`config.mk`:
```
export PLATFORM = sky130hd
export DESIGN_NAME = hazard_md_ctrl_flat
export DESIGN_NICKNAME = d
export VERILOG_FILES = /design/src/rtl/hazard_md_ctrl_pkg.sv /design/src/rtl/hazard_md_ctrl_if.sv /design/src/rtl/hazard_md_ctrl_md_busy_cnt.sv /design/src/rtl/hazard_md_ctrl.sv /design/src/flat_wrapper.sv
export SDC_FILE = /design/constraint.sdc
export NUM_CORES = 1
export LEC_CHECK = 0
export BUFFER_PORTS_ARGS = -buffer_cell sky130_fd_sc_hd__buf_4
export CAP_MARGIN = 0
export CORE_UTILIZATION = 43
export DETAILED_ROUTE_END_ITERATION = 6
export PLACE_DENSITY = 0.77
export SLEW_MARGIN = 20
export SYNTH_ARGS = -nofsm -noshare
export SYNTH_HDL_FRONTEND = slang
export SYNTH_HIERARCHICAL = 1
export SYNTH_SLANG_ARGS = --single-unit
```
`constraint.sdc`:
```
create_clock -name clk -period 2.6 [get_ports clk]
set_input_delay 0.52 -clock clk [delete_from_list [all_inputs] [get_ports clk]]
set_output_delay 0.52 -clock clk [all_outputs]
set_load 0.02 [all_outputs]
```
`src/rtl/hazard_md_ctrl_pkg.sv`:
```
// Shared constants for the hazard/mult-div controller and the decoder that feeds it.
// Holds Tuse encoding, mult/div timing defaults, MIPS opcode/funct codes and helpers.
package hazard_md_ctrl_pkg;

  localparam logic [1:0] TUSE_NONE = 2'd3;

  localparam int MD_CNT_W         = 4;
  localparam int MULT_CYCLES_DEF  = 5;
  localparam int DIV_CYCLES_DEF   = 10;

  localparam logic [5:0] OP_SPECIAL = 6'h00;
  localparam logic [5:0] FN_MFHI    = 6'h10;
  localparam logic [5:0] FN_MTHI    = 6'h11;
  localparam logic [5:0] FN_MFLO    = 6'h12;
  localparam logic [5:0] FN_MTLO    = 6'h13;
  localparam logic [5:0] FN_MULT    = 6'h18;
  localparam logic [5:0] FN_MULTU   = 6'h19;
  localparam logic [5:0] FN_DIV     = 6'h1a;
  localparam logic [5:0] FN_DIVU    = 6'h1b;

  // Decoder helpers: which SPECIAL instructions start the unit or touch HI/LO.
  function automatic logic is_md_start(input logic [5:0] op, input logic [5:0] fn);
    return (op == OP_SPECIAL) &&
           (fn == FN_MULT || fn == FN_MULTU || fn == FN_DIV || fn == FN_DIVU);
  endfunction

  function automatic logic is_md_div(input logic [5:0] fn);
    return (fn == FN_DIV) || (fn == FN_DIVU);
  endfunction

  function automatic logic is_md_use(input logic [5:0] op, input logic [5:0] fn);
    return is_md_start(op, fn) ||
           ((op == OP_SPECIAL) &&
            (fn == FN_MFHI || fn == FN_MTHI || fn == FN_MFLO || fn == FN_MTLO));
  endfunction

  // A source operand must wait when a younger-stage producer is still too far from done.
  function automatic logic src_hazard(input logic [4:0] d_addr, input logic [1:0] tuse,
                                      input logic [4:0] wa, input logic we,
                                      input logic [1:0] tnew);
    return (tuse != TUSE_NONE) && (d_addr != 5'd0) && we && (wa == d_addr) && (tnew > tuse);
  endfunction

endpackage

```
`src/rtl/hazard_md_ctrl_if.sv`:
```
// Pipeline <-> hazard controller bundle: decoded D/E/M hazard info in, stall controls out.
interface hazard_md_ctrl_if;
  logic [4:0] d_rs_addr;
  logic [4:0] d_rt_addr;
  logic [1:0] d_tuse_rs;
  logic [1:0] d_tuse_rt;
  logic [4:0] e_wa;
  logic       e_we;
  logic [1:0] e_tnew;
  logic [4:0] m_wa;
  logic       m_we;
  logic [1:0] m_tnew;
  logic       d_md_use;
  logic       e_md_start;
  logic       e_md_is_div;
  logic       stall;
  logic       f_en;
  logic       d_en;
  logic       e_clr;
  logic       md_busy;
  logic       md_done;

  modport master (
    output d_rs_addr, d_rt_addr, d_tuse_rs, d_tuse_rt,
           e_wa, e_we, e_tnew, m_wa, m_we, m_tnew,
           d_md_use, e_md_start, e_md_is_div,
    input  stall, f_en, d_en, e_clr, md_busy, md_done
  );

  modport slave (
    input  d_rs_addr, d_rt_addr, d_tuse_rs, d_tuse_rt,
           e_wa, e_we, e_tnew, m_wa, m_we, m_tnew,
           d_md_use, e_md_start, e_md_is_div,
    output stall, f_en, d_en, e_clr, md_busy, md_done
  );
endinterface

```
`src/rtl/hazard_md_ctrl_md_busy_cnt.sv`:
```
// Mult/div busy sequencer: down-counter loaded by an E-stage mult/div start.
// busy while non-zero; done marks the final busy cycle.
module md_busy_cnt #(
  parameter int MULT_CYCLES = 5,
  parameter int DIV_CYCLES  = 10,
  parameter int CNT_W       = 4
) (
  input  logic clk,
  input  logic reset,
  input  logic start_i,
  input  logic is_div_i,
  output logic busy_o,
  output logic done_o
);

  logic [CNT_W-1:0] cnt_q;
  logic [CNT_W-1:0] cnt_d;

  // A start arriving while busy is a protocol violation and is deliberately dropped.
  always_comb begin
    cnt_d = cnt_q;
    if (cnt_q == '0) begin
      if (start_i) cnt_d = is_div_i ? CNT_W'(DIV_CYCLES) : CNT_W'(MULT_CYCLES);
    end else begin
      cnt_d = cnt_q - CNT_W'(1);
    end
  end

  // NOTE: state updates use <= so every register samples pre-edge values; reset is synchronous.
  always_ff @(posedge clk) begin
    if (reset) cnt_q <= '0;
    else       cnt_q <= cnt_d;
  end

  assign busy_o = (cnt_q != '0);
  assign done_o = (cnt_q == CNT_W'(1)) && !reset;

endmodule

```
`src/rtl/hazard_md_ctrl.sv`:
```
// Pipeline hazard controller: RAW stalls from Tuse/Tnew plus HI/LO interlock on the
// mult/div busy sequencer. Drives F/D enables and the E-register bubble.
module hazard_md_ctrl
  import hazard_md_ctrl_pkg::*;
#(
  parameter int MULT_CYCLES = MULT_CYCLES_DEF,
  parameter int DIV_CYCLES  = DIV_CYCLES_DEF,
  parameter int CNT_W       = MD_CNT_W
) (
  input  logic             clk,
  input  logic             reset,
  hazard_md_ctrl_if.slave  hz
);

  logic md_busy;
  logic md_done;
  logic rs_hazard;
  logic rt_hazard;
  logic md_hazard;
  logic stall;

  md_busy_cnt #(
    .MULT_CYCLES (MULT_CYCLES),
    .DIV_CYCLES  (DIV_CYCLES),
    .CNT_W       (CNT_W)
  ) u_md_busy_cnt (
    .clk      (clk),
    .reset    (reset),
    .start_i  (hz.e_md_start),
    .is_div_i (hz.e_md_is_div),
    .busy_o   (md_busy),
    .done_o   (md_done)
  );

  assign rs_hazard =
      src_hazard(hz.d_rs_addr, hz.d_tuse_rs, hz.e_wa, hz.e_we, hz.e_tnew) ||
      src_hazard(hz.d_rs_addr, hz.d_tuse_rs, hz.m_wa, hz.m_we, hz.m_tnew);
  assign rt_hazard =
      src_hazard(hz.d_rt_addr, hz.d_tuse_rt, hz.e_wa, hz.e_we, hz.e_tnew) ||
      src_hazard(hz.d_rt_addr, hz.d_tuse_rt, hz.m_wa, hz.m_we, hz.m_tnew);

  // Covering the start cycle keeps a HI/LO user from slipping past a mult/div entering E.
  assign md_hazard = hz.d_md_use && (md_busy || hz.e_md_start);

  assign stall = (rs_hazard || rt_hazard || md_hazard) && !reset;

  assign hz.stall   = stall;
  assign hz.e_clr   = stall;
  assign hz.f_en    = !stall;
  assign hz.d_en    = !stall;
  assign hz.md_busy = md_busy;
  assign hz.md_done = md_done;

endmodule

```
`src/flat_wrapper.sv`:
```
// flat-port wrapper written by rule: the top's interface ports become plain ports
module hazard_md_ctrl_flat import hazard_md_ctrl_pkg::*;
#(
  parameter int MULT_CYCLES = MULT_CYCLES_DEF,
  parameter int DIV_CYCLES  = DIV_CYCLES_DEF,
  parameter int CNT_W       = MD_CNT_W
)
  (clk, reset, hz_d_rs_addr, hz_d_rt_addr, hz_d_tuse_rs, hz_d_tuse_rt, hz_e_wa, hz_e_we, hz_e_tnew, hz_m_wa, hz_m_we, hz_m_tnew, hz_d_md_use, hz_e_md_start, hz_e_md_is_div, hz_stall, hz_f_en, hz_d_en, hz_e_clr, hz_md_busy, hz_md_done);
  hazard_md_ctrl_if hz_i ();
  input  logic clk;
  input  logic reset;
  input wire logic [$bits(hz_i.d_rs_addr)-1:0] hz_d_rs_addr;
  input wire logic [$bits(hz_i.d_rt_addr)-1:0] hz_d_rt_addr;
  input wire logic [$bits(hz_i.d_tuse_rs)-1:0] hz_d_tuse_rs;
  input wire logic [$bits(hz_i.d_tuse_rt)-1:0] hz_d_tuse_rt;
  input wire logic [$bits(hz_i.e_wa)-1:0] hz_e_wa;
  input wire logic [$bits(hz_i.e_we)-1:0] hz_e_we;
  input wire logic [$bits(hz_i.e_tnew)-1:0] hz_e_tnew;
  input wire logic [$bits(hz_i.m_wa)-1:0] hz_m_wa;
  input wire logic [$bits(hz_i.m_we)-1:0] hz_m_we;
  input wire logic [$bits(hz_i.m_tnew)-1:0] hz_m_tnew;
  input wire logic [$bits(hz_i.d_md_use)-1:0] hz_d_md_use;
  input wire logic [$bits(hz_i.e_md_start)-1:0] hz_e_md_start;
  input wire logic [$bits(hz_i.e_md_is_div)-1:0] hz_e_md_is_div;
  output wire logic [$bits(hz_i.stall)-1:0] hz_stall;
  output wire logic [$bits(hz_i.f_en)-1:0] hz_f_en;
  output wire logic [$bits(hz_i.d_en)-1:0] hz_d_en;
  output wire logic [$bits(hz_i.e_clr)-1:0] hz_e_clr;
  output wire logic [$bits(hz_i.md_busy)-1:0] hz_md_busy;
  output wire logic [$bits(hz_i.md_done)-1:0] hz_md_done;
  assign hz_i.d_rs_addr = hz_d_rs_addr;
  assign hz_i.d_rt_addr = hz_d_rt_addr;
  assign hz_i.d_tuse_rs = hz_d_tuse_rs;
  assign hz_i.d_tuse_rt = hz_d_tuse_rt;
  assign hz_i.e_wa = hz_e_wa;
  assign hz_i.e_we = hz_e_we;
  assign hz_i.e_tnew = hz_e_tnew;
  assign hz_i.m_wa = hz_m_wa;
  assign hz_i.m_we = hz_m_we;
  assign hz_i.m_tnew = hz_m_tnew;
  assign hz_i.d_md_use = hz_d_md_use;
  assign hz_i.e_md_start = hz_e_md_start;
  assign hz_i.e_md_is_div = hz_e_md_is_div;
  assign hz_stall = hz_i.stall;
  assign hz_f_en = hz_i.f_en;
  assign hz_d_en = hz_i.d_en;
  assign hz_e_clr = hz_i.e_clr;
  assign hz_md_busy = hz_i.md_busy;
  assign hz_md_done = hz_i.md_done;
  hazard_md_ctrl #(.MULT_CYCLES(MULT_CYCLES), .DIV_CYCLES(DIV_CYCLES), .CNT_W(CNT_W)) u_core (.clk(clk), .reset(reset), .hz(hz_i));
endmodule
```
==> results of run 1 <==
where the power goes:
part / internal (mW) / switching, mW / leakage, nW / total, mW
registers: 0.0895 / 0.0379 / 0.0332 / 0.127
logic: 0.183 / 0.177 / 0.443 / 0.360
clock network: 0.0516 / 0.0257 / 0.0138 / 0.0774
total: 0.324 / 0.241 / 0.490 / 0.565
cells in the mapped netlist (3+ instances only):
cell type and instances:
nor4_1 6, nor3_1 3, xnor2_1 14, a21oi_1 5
nor2_1 3, inv_1 12, dfxtp_1 4, nand3_1 5
ha_1 10, xor2_1 6
worst max-delay path by stage:
| stage | start | endpoint | slack (ns) | cells past startpoint |
|---|---|---|---|---|
| 6_report | hz_e_tnew[0] | hz_d_en | 0.08 | 9 |
| 2_1_floorplan | hz_d_tuse_rt[1] | hz_f_en | 0.21 | 8 |
| 3_5_place_dp | hz_d_tuse_rt[1] | hz_d_en | 0.03 | 9 |
| 3_3_place_gp | hz_d_tuse_rt[1] | hz_d_en | 0.07 | 9 |
| 5_1_grt | hz_d_tuse_rs[1] | hz_d_en | -0.006 | 9 |
| 4_1_cts | hz_d_tuse_rt[1] | hz_d_en | 0.03 | 9 |
worst max-delay path: stages:
cell,delay [ns]
buf_4,0.10
inv_1,0.08
ha_1,0.24
a21boi_1,0.14
nand4_1,0.12
nor4_2,0.27
o21ai_1,0.13
and3_1,0.22
buf_4,0.16
stage by stage:
stage          util [%]  hold WS [ns]  area (µm²)  power (mW)
2_1_floorplan         -         0.490         732       0.350
3_3_place_gp       67.0         0.521        1030       0.461
3_5_place_dp       67.0         0.537        1030       0.471
4_1_cts            68.4         0.506        1050       0.551
5_1_grt            69.0         0.521        1060       0.611
6_report           69.0         0.508        1060       0.565
area by class of cell:
class                      count  area share [%]
sequential                     4            7.53
timing repair buffer          40            28.2
tap                           16            1.88
multi-input combinational     76            56.0
clock buffer                   3            2.12
inverter                      12            4.24
layer usage:
metal / vias to the layer above / share of wire (%) / global-route usage (%)
met2: 31 / 48 / 39.1
met1: 363 / 46 / 31.5
li1: 423 / - / -
met4: 0 / 0.94 / 3.64
met5: - / 0 / 0
met3: 2 / 5.8 / 5.53
cells by family (layout without fill, tap and decap cells):
group,Yosys count,in the layout
AOI/OAI and AO/OA,18,18
xor gates and xnor gates,20,20
adders and majority gates,10,10
buffers and inverters,15,55
DFF,4,4
and+or+nand+nor,28,28
repair_timing:
action,in CTS,in global routing
gates resized for setup,0,2
setup endpoints to repair,0,2
hold endpoints to repair,0,0
==> metrics, run 1 <==
status finished clean; hpwl dp 1.74 mm; clk_lat worst skew roughly 0.24 ns; Post-Synth XOR/XNOR Area 23.9%; Max Freq between 300 and 400 MHz; final WL 2.01 mm; area leader, netlist ha_1; fin crit share 96.8%; Cell variety after synth 27; Power Density 531 nW/µm²; required time worst endpoint 2.08 ns; Register Area between 80 and 90 µm²; RePlAce Congestion 0.833; Largest register FFs 4; most flop-heavy register u_core/u_md_busy_cnt/cnt_q; setup ws final between 0.08 and 0.09 ns; Worst EP arrival 2.00 ns; number of synthesized register bits 4; final antenna-violating net count 0; largest family of logic cells by synthesized area XOR/XNOR gates; beginning of the worst hold path reset; Post-synth EDFFs 0; gr usage total between 20% and 30%; reg-to-reg setup timing slack 1.01 ns; I/O pin count 41; vias in the first global route ~790; worst slew pin tran 0.399 ns; max-slew violation count 0; DR DRC count 0; CP Class input pin to primary output; Hold Path Sink u_core/u_md_busy_cnt/cnt_q[0]; reg2reg start u_core/u_md_busy_cnt/cnt_q[0]; H-tree depth 1; Die ar. 1870 µm²; final hold vios 0; initial antenna violation count 0; filler instances 136; Gate Count Post-Synth 95; nature of the critical path startpoint input pin; # setup viols final 0; multi-input logic area between 500 and 600 µm²; DRT Pass-1 Iters 4; Post-Syn Area 732 µm²; Setup Total Neg Slack 0 ns; Hold WC Path Type input pin to register; TritonCTS buffer count 3; hold path depth 2; DR vias 819; PortBufs 40; R2R depth 5; number of rows in the core area 14; largest net degree at the start of global routing 9; Initial DRC Count 13; Non-Filler Instances 151; Slew headroom 73.2%; minimum setup slack after placement 0.0265 ns; post-synthesis simple-gate area fraction a little over a fifth; area grow syn2layout 45.3%; most frequent cells in the layout buf_4, xnor2_1, inv_1, ha_1, xor2_1; Crit Path Max Fanout 2; top flop regs u_core/u_md_busy_cnt/cnt_q (4); fraction of layout cells with a size suffix above 1 34.1%; hold buffers post-CTS 0; antenna cells 0; Top FF cell, synth dfxtp_1; Yosys top cell area share 17.1%; gr ovfl total 0; Initial Util 47.5%; wire per inst 13.3 µm; placed insts 148; worst IR drop on VDD around 0.42 mV; Worst Skew 0.00538 ns; Compound-Gate Fraction of Synth Area 17.3%; Clock Sinks 4; fin crit period 2.52 ns; CTS tree built; Async SR Flop Fraction 0%; post-synthesis sequential area ratio 10.9%; Die H roughly 43 µm; post-CTS setup buffers 0; r2r endpoint u_core/u_md_busy_cnt/cnt_q[1]; synthesized net count 140; DR vias/cell approximately 5.4; Ys Warns 6; multiplexer share of the synthesized area 0%; core area 1540 µm²; post-synthesis adder-cell area fraction ~17%; Leak 0.490 nW; die width 43.3 µm; Nets 182; Root Buffer clkbuf_4; leading cell type in the layout, fill and taps excluded buf_4; first-pass GRT wire length 3.32 mm; synthesized area per cell 7.70 µm²; Synth area leaders ha_1, xnor2_1, dfxtp_1; Max Cap Viol 0; critical path endpoint category primary output; clock buffer depth 2; Worst-path clk slew approximately 0.040 ns
No activity file was read; power rests on OpenSTA's default activity.
==> run 2, diff against run 1 <==
--- a/config.mk
+++ b/config.mk
@@ -8,7 +8,7 @@
 export BUFFER_PORTS_ARGS = -buffer_cell sky130_fd_sc_hd__buf_4
 export CAP_MARGIN = 0
-export CORE_UTILIZATION = 43
+export CORE_UTILIZATION = 47
 export DETAILED_ROUTE_END_ITERATION = 6
-export PLACE_DENSITY = 0.77
+export PLACE_DENSITY = 0.83
 export SLEW_MARGIN = 20
 export SYNTH_ARGS = -nofsm -noshare
==> constraint.sdc (replaced) <==
create_clock -name clk -period 3.2 [get_ports clk]
set_input_delay 0.32 -clock clk [delete_from_list [all_inputs] [get_ports clk]]
set_output_delay 0.32 -clock clk [all_outputs]
set_load 0.02 [all_outputs]
==> run 2 against run 1 <==
Worst hold slack worse by 0.20 ns. Register-to-register slack better by 0.54 ns. Utilization up 8.1 points. Combinational power down 20%. Flip-flop and latch count unchanged. Critical path depth down 3. Global-route usage up 1.8 points. Sequential share of layout area up 0.072 points. Clock power down 10%. Die area down 8.1%. Worst setup slack better by 0.79 ns. First-iteration DRC count up 38%.
==> metrics, run 2 (synthesis results as in run 1) <==
status finished clean (unchanged); most flop-heavy register u_core/u_md_busy_cnt/cnt_q (unchanged); crit-path max cell delay 0.48 ns (was 0.27 ns); gr ovfl total 0 (unchanged); PostCTS Resize Cnt 0 (unchanged); Setup Total Neg Slack 0 ns (unchanged); Top delay family on crit path simple AND/OR/NAND/NOR gates (unchanged); multi-input logic area 587 µm² (was 596 µm²); DR DRC count 0 (unchanged); worst slew pin tran 0.395 ns (was 0.399 ns); Power Density 438 nW/µm² (was 531 nW/µm²); vias in the first global route 827 (was 788); number of rows in the core area 13 (was 14); required time worst endpoint 2.88 ns (was 2.08 ns); DRT Pass-1 Iters 4 (unchanged); setup ws final 0.871 ns (was 0.0837 ns); Leak 0.489 nW (was 0.490 nW); final hold vios 0 (unchanged); antenna cells 0 (unchanged); die width 41.5 µm (was 43.3 µm); core area 1370 µm² (was 1540 µm²); Max Cap Viol 0 (unchanged); minimum setup slack after placement 1.05 ns (was 0.0265 ns); DR vias/cell 5.81 (was 5.42); hpwl dp 1.86 mm (was 1.74 mm); post-CTS setup buffers 0 (unchanged); CP Buf/Inv Count 2 (was 3); final WL 2.18 mm (was 2.01 mm); Tot Pwr 0.461 mW (was 0.565 mW); Seq pwr share 22.6% (about the same); Die H 41.5 µm (was 43.3 µm); fraction of layout cells with a size suffix above 1 32.6% (was 34.1%); switching pwr 0.206 mW (was 0.241 mW); RSZ-0062 raised after global routing no; Worst-path clk slew 0.05 ns (was 0.04 ns); fraction of power consumed by combinational cells 62.3% (was 63.7%); clk_lat worst skew 0.25 ns (was 0.24 ns); hold buffers post-CTS 0 (unchanged); most frequent cells in the layout buf_4, xnor2_1, inv_1, ha_1 (was buf_4, xnor2_1, inv_1, ha_1, xor2_1); area grow syn2layout 43.9% (was 45.3%); fin crit share between 70 and 80%; Initial DRC Count 18 (was 13); CP Class register to primary output (was input pin to primary output); worst IR drop on VDD 0.210 mV (was 0.421 mV); gr usage total 25.4% (was 23.6%); RePlAce Congestion 0.824 (was 0.833); Worst EP arrival 2.01 ns (was 2.00 ns); H-tree depth 1 (unchanged); I/O pin count 41 (unchanged); CTS tree built (unchanged); Nets 182 (unchanged); P_int 0.256 mW (was 0.324 mW); Crit Path Max Fanout 7 (was 2); max-slew violation count 0 (unchanged); Worst path slowest cell or3b_1 (was nor4_2); Initial Util 53.6% (was 47.5%); CP cell instances inv_1 > ha_1 > or3b_1 > o211ai_1 > and3_1 > buf_4 (was buf_4 > inv_1 > ha_1 > a21boi_1 > nand4_1 > nor4_2 > o21ai_1 > and3_1 > buf_4); Clock Sinks 4 (unchanged); final antenna-violating net count 0 (unchanged); initial antenna violation count 0 (unchanged); leading cell type in the layout, fill and taps excluded buf_4 (unchanged); Root Buffer clkbuf_4 (unchanged); nature of the critical path startpoint register (was input pin); # setup viols final 0 (unchanged); DR vias 871 (was 819); Slew headroom 73.5% (was 73.2%); first-pass GRT wire length 3.40 mm (was 3.32 mm); Placed Area 1030 µm² (about the same); filler instances 115 (was 136); Hold WC Path Type input pin to register (unchanged); Largest register FFs 4 (unchanged); fin crit period 2.33 ns; wire per inst 14.5 µm (was 13.3 µm); sw frac 44.6% (was 42.7%); clock share of power 15.1% (was 13.7%); top flop regs u_core/u_md_busy_cnt/cnt_q (4) (unchanged); Worst Skew 0.0100 ns (was 0.00538 ns); post-route cell area 1050 µm² (was 1060 µm²); PortBufs 40 (unchanged); Max Freq 429 MHz; Die ar. 1720 µm² (was 1870 µm²); clock buffer depth 2 (unchanged); Register Area 80.1 µm² (unchanged); largest net degree at the start of global routing 9 (unchanged); critical path endpoint category primary output (unchanged); TritonCTS buffer count 3 (unchanged)
-- run 2: worst paths after layout --
path,to,slack (ns),start,cells after the start
setup / recovery,hz_d_en,0.87,u_core/u_md_busy_cnt/cnt_q[0],6
hold / removal,u_core/u_md_busy_cnt/cnt_q[2],0.31,reset,2
setup reg to reg,u_core/u_md_busy_cnt/cnt_q[0],1.55,u_core/u_md_busy_cnt/cnt_q[0],5
hold reg to reg,u_core/u_md_busy_cnt/cnt_q[2],0.56,u_core/u_md_busy_cnt/cnt_q[2],2
-- run 2: worst reg2reg max path: cells and delay by family (launching register included) --
family,cells,cell delay (ns)
AND/OR/NAND/NOR,1,0.48
AO/OA/AOI/OAI,2,0.41
flip-flops,1,0.37
adder cells (fa/ha/maj),1,0.22
buffers and inverters,1,0.09
-- run 2: layout make-up --
| type | count | area share, % |
|---|---|---|
| flip-flops and latches | 4 | 7.60 |
| clock buffers | 3 | 2.14 |
| repair buffers | 40 | 28.5 |
| multi-input cells | 76 | 55.7 |
| inverters | 12 | 4.28 |
| well taps | 15 | 1.78 |
-- run 2: per-stage QoR --
stage / hold slack, ns / utilization, % / std cells
6_report: 0.306 / 77.1 / 150
5_1_grt: 0.319 / 77.1 / 150
4_1_cts: 0.305 / 77.1 / 150
3_5_place_dp: 0.539 / 75.5 / 147
3_3_place_gp: 0.523 / 75.5 / 147
2_1_floorplan: 0.385 / - / 95
-- run 2: power groups by stage --
stage	registers, mW	clock network [mW]	logic (mW)
2_1_floorplan	0.0943	0	0.190
3_3_place_gp	0.100	0	0.274
3_5_place_dp	0.102	0	0.284
4_1_cts	0.101	0.0684	0.286
5_1_grt	0.106	0.0695	0.312
6_report	0.104	0.0696	0.288
-- run 2: metal layers --
metal  share of wire (%)  GRT usage (%)  up-vias
li1                    -              -      422
met1                  39           27.0      395
met2                  52           47.8       46
met3                 6.4           3.04        8
met4                 2.9           13.5        0
met5                   0              0        -
